==> config.mk <==
export PLATFORM = sky130hd
export DESIGN_NAME = z80fi_insn_collector
export DESIGN_NICKNAME = d
export VERILOG_FILES = /design/src/rtl/z80fi_insn_collector_pkg.sv /design/src/rtl/z80fi_insn_collector_byte_packer.sv /design/src/rtl/z80fi_insn_collector.sv
export SDC_FILE = /design/constraint.sdc
export NUM_CORES = 1
export LEC_CHECK = 0
export ABC_AREA = 1
export CAP_MARGIN = 20
export CORE_AREA = 8 8 118 120
export CTS_CLUSTER_SIZE = 28
export DETAILED_ROUTE_END_ITERATION = 8
export DIE_AREA = 0 0 126 128
export HOLD_SLACK_MARGIN = 0.05
export SKIP_CTS_REPAIR_TIMING = 1
export SLEW_MARGIN = 20
export SYNTH_ARGS = -nofsm -noshare
export SYNTH_HDL_FRONTEND = slang
export SYNTH_SLANG_ARGS = --single-unit
==> constraint.sdc <==
create_clock -name clk -period 2.9 [get_ports clk]
set_clock_uncertainty 0.15 [all_clocks]
set_input_delay 0.58 -clock clk [delete_from_list [all_inputs] [get_ports clk]]
set_output_delay 0.58 -clock clk [all_outputs]
set_load 0.02 [all_outputs]
==> src/rtl/z80fi_insn_collector_pkg.sv <==
// Shared constants for the Z80FI instruction collector: default packet size,
// byte-count width and collector FSM state encodings.
package z80fi_insn_collector_pkg;

  // Default number of instruction bytes packed per packet.
  localparam int Z80FI_MAX_INSN_LEN = 4;

  // Byte count width; also the width of z80fi_insn_len (covers MAX_LEN up to 7).
  localparam int CNT_W = 3;

  // Collector FSM states.
  localparam logic [0:0] Z80FI_COL_IDLE    = 1'b0;
  localparam logic [0:0] Z80FI_COL_COLLECT = 1'b1;

endpackage

==> src/rtl/z80fi_insn_collector_byte_packer.sv <==
// Slot-indexed byte packer. Byte k of an instruction lands at [8k+7:8k]; the
// count saturates at MAX_LEN and later bytes are dropped.
// wdata_o/wcnt_o expose the buffer with this cycle's write already merged, so
// the parent can emit a packet that includes a byte arriving with insn_done.
// clr_i starts a fresh buffer, optionally seeded with data_i in slot 0 (first_i).
// Optional port full_o exists only when Z80FI_INSN_ERR_EN is defined.
module z80fi_insn_collector_byte_packer
  import z80fi_insn_collector_pkg::*;
#(
  parameter int MAX_LEN = Z80FI_MAX_INSN_LEN
) (
  input  logic                 clk,
  input  logic                 reset_n,
  input  logic                 clr_i,
  input  logic                 first_i,
  input  logic                 wr_i,
  input  logic [7:0]           data_i,
  output logic [8*MAX_LEN-1:0] wdata_o,
  output logic [CNT_W-1:0]     wcnt_o
`ifdef Z80FI_INSN_ERR_EN
  , output logic               full_o
`endif
);

  logic [8*MAX_LEN-1:0] data_q, data_d;
  logic [CNT_W-1:0]     cnt_q, cnt_d;

  // Merge this cycle's byte into the slot selected by the current count.
  always_comb begin
    wdata_o = data_q;
    wcnt_o  = cnt_q;
    if (wr_i && (cnt_q < CNT_W'(MAX_LEN))) begin
      for (int k = 0; k < MAX_LEN; k++) begin
        if (cnt_q == CNT_W'(k)) wdata_o[8*k +: 8] = data_i;
      end
      wcnt_o = cnt_q + 1'b1;
    end
  end

  // Next buffer: a fresh (optionally seeded) packet on clear, else the merged view.
  always_comb begin
    data_d = wdata_o;
    cnt_d  = wcnt_o;
    if (clr_i) begin
      data_d      = '0;
      data_d[7:0] = first_i ? data_i : 8'h00;
      cnt_d       = first_i ? CNT_W'(1) : '0;
    end
  end

  // Buffer and count registers.
  always_ff @(posedge clk or negedge reset_n) begin
    if (!reset_n) begin
      data_q <= '0;
      cnt_q  <= '0;
    end else begin
      data_q <= data_d;
      cnt_q  <= cnt_d;
    end
  end

`ifdef Z80FI_INSN_ERR_EN
  assign full_o = (cnt_q == CNT_W'(MAX_LEN));
`endif

endmodule

==> src/rtl/z80fi_insn_collector.sv <==
// Z80FI instruction collector: packs the bytes fetched for one instruction and
// presents them on the observation bus with a one-cycle z80fi_valid pulse one
// cycle after retirement. Optional fault flag under Z80FI_INSN_ERR_EN
// (overflow past MAX_LEN bytes, or a partial packet discarded by restart/flush).
module z80fi_insn_collector
  import z80fi_insn_collector_pkg::*;
#(
  parameter int MAX_LEN = Z80FI_MAX_INSN_LEN
) (
  input  logic                 clk,
  input  logic                 reset_n,
  input  logic                 m1_start,
  input  logic [15:0]          ip_in,
  input  logic                 byte_valid,
  input  logic [7:0]           byte_data,
  input  logic                 insn_done,
  input  logic                 flush,
  output logic                 z80fi_valid,
  output logic [8*MAX_LEN-1:0] z80fi_insn,
  output logic [2:0]           z80fi_insn_len,
  output logic [15:0]          z80fi_reg_ip_in
`ifdef Z80FI_INSN_ERR_EN
  , output logic               z80fi_insn_err
`endif
);

  logic [0:0]           state_q, state_d;
  logic [15:0]          ip_q;
  logic                 collect;
  logic                 clr, first, wr, emit, cap_ip;
  logic [8*MAX_LEN-1:0] wdata, pkt_insn, insn_q;
  logic [CNT_W-1:0]     wcnt, pkt_len, len_q;
  logic [15:0]          pkt_ip, ip_out_q;
  logic                 valid_q;
`ifdef Z80FI_INSN_ERR_EN
  logic                 full, drop, discard, ovf_q, err_q;
`endif

  assign collect = (state_q == Z80FI_COL_COLLECT);

  z80fi_insn_collector_byte_packer #(.MAX_LEN(MAX_LEN)) u_packer (
    .clk     (clk),
    .reset_n (reset_n),
    .clr_i   (clr),
    .first_i (first),
    .wr_i    (wr),
    .data_i  (byte_data),
    .wdata_o (wdata),
    .wcnt_o  (wcnt)
`ifdef Z80FI_INSN_ERR_EN
    , .full_o (full)
`endif
  );

  // FSM: flush beats everything; a done coincident with m1_start closes the old
  // packet (without the new byte) and seeds the next one with that byte.
  always_comb begin
    state_d  = state_q;
    clr      = 1'b0;
    first    = 1'b0;
    wr       = 1'b0;
    emit     = 1'b0;
    cap_ip   = 1'b0;
    pkt_insn = wdata;
    pkt_len  = wcnt;
    pkt_ip   = ip_q;
    if (flush) begin
      state_d = Z80FI_COL_IDLE;
      clr     = 1'b1;
    end else if (collect && insn_done) begin
      clr  = 1'b1;
      emit = (wcnt != '0);
      if (m1_start) begin
        state_d = Z80FI_COL_COLLECT;
        cap_ip  = 1'b1;
        first   = byte_valid;
      end else begin
        state_d = Z80FI_COL_IDLE;
        wr      = byte_valid;
      end
    end else if (m1_start) begin
      // Fresh start (from IDLE, or restart dropping a partial packet).
      clr           = 1'b1;
      cap_ip        = 1'b1;
      pkt_insn      = '0;
      pkt_insn[7:0] = byte_data;
      pkt_len       = byte_valid ? CNT_W'(1) : '0;
      pkt_ip        = ip_in;
      if (!collect && insn_done) begin
        // Single-cycle instruction: starts and retires together.
        emit    = byte_valid;
        state_d = Z80FI_COL_IDLE;
      end else begin
        state_d = Z80FI_COL_COLLECT;
        first   = byte_valid;
      end
    end else if (collect) begin
      wr = byte_valid;
    end
  end

  // State and captured instruction PC.
  always_ff @(posedge clk or negedge reset_n) begin
    if (!reset_n) begin
      state_q <= Z80FI_COL_IDLE;
      ip_q    <= '0;
    end else begin
      state_q <= state_d;
      if (cap_ip) ip_q <= ip_in;
    end
  end

  // Registered observation outputs; packet fields hold until the next pulse.
  always_ff @(posedge clk or negedge reset_n) begin
    if (!reset_n) begin
      valid_q  <= 1'b0;
      insn_q   <= '0;
      len_q    <= '0;
      ip_out_q <= '0;
    end else begin
      valid_q <= emit;
      if (emit) begin
        insn_q   <= pkt_insn;
        len_q    <= pkt_len;
        ip_out_q <= pkt_ip;
      end
    end
  end

  assign z80fi_valid     = valid_q;
  assign z80fi_insn      = insn_q;
  assign z80fi_insn_len  = len_q;
  assign z80fi_reg_ip_in = ip_out_q;

`ifdef Z80FI_INSN_ERR_EN
  assign drop    = wr & full;
  assign discard = collect & (flush | (m1_start & ~insn_done));

  // Sticky overflow per packet; error flags with the pulse or on a discard.
  always_ff @(posedge clk or negedge reset_n) begin
    if (!reset_n) begin
      ovf_q <= 1'b0;
      err_q <= 1'b0;
    end else begin
      ovf_q <= clr ? 1'b0 : (ovf_q | drop);
      err_q <= (emit & (ovf_q | drop)) | discard;
    end
  end

  assign z80fi_insn_err = err_q;
`endif

endmodule

==> qor.json <==
{
  "setup_path": {
    "reg2reg_setup_slack_ps": 700,
    "cp_slowest_stage_delay_ps": 630,
    "critPathMaxFanout": 35,
    "crit_arrival_ps": 2500,
    "reg2reg_to": "z80fi_reg_ip_in[11]$_DFFE_PN0P_",
    "critical_path_class": "input pin to register",
    "cp_common_cell": "sky130_fd_sc_hd__nand2_1",
    "timing.critical_path.max_delay_family": "buffers and inverters",
    "worst_setup_path_start_kind": "input pin",
    "critPathSlowestCell": "sky130_fd_sc_hd__clkdlybuf4s50_1",
    "path_cells": "clkdlybuf4s50_1 -> nor2_4 -> nand3_2 -> nand2_1 -> nand2_1 -> nand3_1 -> nand2_1 -> buf_4 -> nand3_1 -> nand2_1",
    "r2r_start": "u_packer.cnt_q[0]$_DFF_PN0_",
    "crit_required_ps": 3030,
    "crit_path_end_kind": "register",
    "r2r_cell_count": 10,
    "worst-path-buf-inv": 2
  },
  "routing": {
    "drt_first_iter_violations": 350,
    "drt.antenna.violating_nets": 0,
    "overall_via_count_from_detail_route": 4172,
    "first_pass_iters": 5,
    "route.detailed.wl_per_inst_um": 14.56,
    "avgViaCountPerCell": 4.920,
    "residual_drc": 0,
    "totalWireLength_mm": 12.35
  },
  "clock_tree": {
    "cts.sinks": 104,
    "tritoncts": "yes",
    "ctsRootBufferMaster": "sky130_fd_sc_hd__clkbuf_16",
    "clock_transition_time_at_the_flip_flop_clock_pins_of_the_worst_setup_and_hold_paths_ps": 70,
    "h-tree-depth": 3,
    "max_clock_buf_depth": 2,
    "num_cts_buffers": 9,
    "worstSkewPairLatency_ps": 340
  },
  "sta": {
    "final_cycle_share_pct": 81.85,
    "relSlewSlack_pct": 66.01,
    "setup_viol": 0,
    "finalWorstSetupSlack_ps": 526.3,
    "slew_at_the_pin_with_the_worst_max_slew_slack_ps": 509.8,
    "period_needed_ps": 2374,
    "timing_max_transition_violations_final": 0,
    "grt_setup_unrepaired": "false",
    "fmax_mhz": 421.3,
    "setup_total_negative_slack_ps": 0,
    "hold_violations": 0
  },
  "power": {
    "power_mw": 3.489,
    "total_leakage_power_nw": 3.180,
    "pwrdens_nw_per_um2": 569.9,
    "worst_ir_drop_vdd_uv": 340.5
  },
  "final_layout": {
    "post_route_cells_drive_above_1_share_pct": 5.731,
    "fin_nets": 728,
    "final_util_pct": 50.15,
    "num_antenna_cells": 0,
    "layout.filler_cells": 1200,
    "final-seq-area_um2": 2603,
    "multiInputGateArea_um2": 1807,
    "areaGrowthSynthToFinish_pct": 27.81
  },
  "global_route": {
    "grt_util_all_layers_pct": 16.19,
    "grt_first_pass_wirelength_mm": 20.98,
    "grt.overflow.total": 0,
    "pin_count_of_the_biggest_net_entering_global_routing": 46,
    "antenna_found_initial": 0,
    "number_of_global_route_vias_before_repair": 4200
  },
  "synthesis": {
    "ys_seq_area_share_pct": 54.32,
    "synth.top_cells.by_area": "sky130_fd_sc_hd__dfrtp_1 54%, sky130_fd_sc_hd__nand2_1 17%, sky130_fd_sc_hd__o21ai_0 6.3%",
    "number_of_nets_produced_by_synthesis": 650,
    "ys_ff_latch": 104,
    "synth_cell_type_count": 20,
    "mappedNetlistArea_um2": 4791,
    "synth.avg_cell_area_um2": 7.790,
    "syn-instance-count": 615,
    "synth_largest_type_area_fraction_pct": 54.32,
    "synthesis.yosys.warnings": 0,
    "netlist.top_cell.by_area": "sky130_fd_sc_hd__dfrtp_1"
  },
  "placement": {
    "hpwlAfterDp_mm": 8.597,
    "pre_cts_ws_ps": 221.7,
    "place.port_buffers": 81,
    "gp_congestion": 0.8362
  },
  "min_path": {
    "hp-class": "input pin to async pin"
  },
  "floorplan": {
    "floorplan.rows": 41,
    "initial_utilization_pct": 39.24,
    "placeableCoreArea_um2": 12210,
    "die_width_um": 126,
    "floorplan.die.height_um": 128,
    "ios": 82,
    "fp.dieArea_um2": 16130
  },
  "status": {
    "status": "completed"
  },
  "job": {
    "maxCapViolations": 0
  }
}
## worst register-to-register path: cells and delay by family, from the launching register on
kind | cells | cell delay, ps
adders and majority gates | 2 | 470
buffers and inverters | 2 | 500
DFF | 1 | 410
and+or+nand+nor | 6 | 610
## layout make-up
| type | count | share of cell area [%] |
|---|---|---|
| clock buffer | 14 | 4.802 |
| clock inverter | 2 | 0.1635 |
| inverter | 63 | 3.862 |
| multi-input combinational | 417 | 29.51 |
| sequential | 104 | 42.50 |
| tap | 150 | 3.065 |
| timing repair buffer | 98 | 16.10 |
## worst max path at each step
stage / start / to / slack, ps / cells past startpoint
after CTS: flush / z80fi_reg_ip_in[9]$_DFFE_PN0P_ / 570 / 10
after floorplan: u_packer.cnt_q[0]$_DFF_PN0_ / z80fi_insn_len[0]$_DFFE_PN0P_ / 1010 / 11
after detailed placement: flush / z80fi_reg_ip_in[8]$_DFFE_PN0P_ / 220 / 10
after global placement: flush / z80fi_insn[1]$_DFFE_PN0P_ / 270 / 10
final: flush / z80fi_reg_ip_in[11]$_DFFE_PN0P_ / 530 / 10
after global routing: flush / z80fi_insn[2]$_DFFE_PN0P_ / 390 / 10
## layer usage
metal	GRT usage [%]	vias to the layer above	part of all wire, %
li1	-	2067	-
met1	20.79	1949	46
met2	25.01	134	45
met3	4.617	22	7.4
met4	7.077	0	2.1
met5	0	-	0
## cell usage after synthesis
cell / instances
sky130_fd_sc_hd__nand2_1: 216
sky130_fd_sc_hd__buf_1: 1
sky130_fd_sc_hd__inv_1: 62
sky130_fd_sc_hd__nand4_1: 3
sky130_fd_sc_hd__clkbuf_1: 13
sky130_fd_sc_hd__dfrtp_1: 104
sky130_fd_sc_hd__nand3_1: 59
sky130_fd_sc_hd__o22ai_1: 1
sky130_fd_sc_hd__nand2_2: 1
sky130_fd_sc_hd__buf_2: 14
sky130_fd_sc_hd__nand3_2: 2
sky130_fd_sc_hd__ha_1: 5
sky130_fd_sc_hd__nor2_2: 1
sky130_fd_sc_hd__o21ai_0: 60
sky130_fd_sc_hd__inv_2: 1
sky130_fd_sc_hd__nor2_1: 59
sky130_fd_sc_hd__nor2_4: 1
sky130_fd_sc_hd__buf_4: 3
sky130_fd_sc_hd__o21ai_1: 8
sky130_fd_sc_hd__nand3b_1: 1
## sequential cells by signal (all words and copies together) (netlist names)
name / cells
z80fi_insn_len: 3
z80fi_valid: 1
z80fi_insn: 32
u_packer.data_q: 32
z80fi_reg_ip_in: 16
ip_q: 16
collect: 1
u_packer.cnt_q: 3
## layout by cell type (no fill, tap or decap)
master,instances
sky130_fd_sc_hd__buf_12,4
sky130_fd_sc_hd__o21ai_1,8
sky130_fd_sc_hd__nand2_2,1
sky130_fd_sc_hd__nand3_1,59
sky130_fd_sc_hd__nor2_1,59
sky130_fd_sc_hd__clkdlybuf4s50_1,80
sky130_fd_sc_hd__nand3_2,2
sky130_fd_sc_hd__buf_4,14
sky130_fd_sc_hd__dfrtp_1,104
sky130_fd_sc_hd__nor2_4,1
sky130_fd_sc_hd__nand4_1,3
sky130_fd_sc_hd__clkinv_2,2
sky130_fd_sc_hd__nor2_2,1
sky130_fd_sc_hd__o21ai_0,60
sky130_fd_sc_hd__o22ai_1,1
sky130_fd_sc_hd__inv_1,62
sky130_fd_sc_hd__inv_2,1
sky130_fd_sc_hd__ha_1,5
sky130_fd_sc_hd__nand2_1,216
sky130_fd_sc_hd__clkbuf_16,9
sky130_fd_sc_hd__clkbuf_8,5
sky130_fd_sc_hd__nand3b_1,1
## power by group
part | switching (mW) | internal, mW
Clock | 0.505 | 0.697
Sequential | 0.0740 | 1.57
Combinational | 0.359 | 0.283
## logic make-up (layout without fill, tap and decap cells)
group / count (synthesis) / in the layout / share of synthesized area (%)
flip-flops: 104 / 104 / 54.32
adder cells (fa/ha/maj): 5 / 5 / 1.306
AND/OR/NAND/NOR: 343 / 343 / 29.17
buffers and inverters: 94 / 177 / 7.965
AO/OA/AOI/OAI: 69 / 69 / 7.234
## stage by stage
step | instances | hold slack [ps] | instance area (um2)
after detailed placement | 832 | 319.6 | 5819
after global routing | 848 | 82.47 | 6123
final | 848 | 49.89 | 6123
after global placement | 832 | 313.1 | 5819
after CTS | 848 | 64.79 | 6123
after floorplan | 615 | 134.4 | 4791
Power figures use the tool's default switching activity.
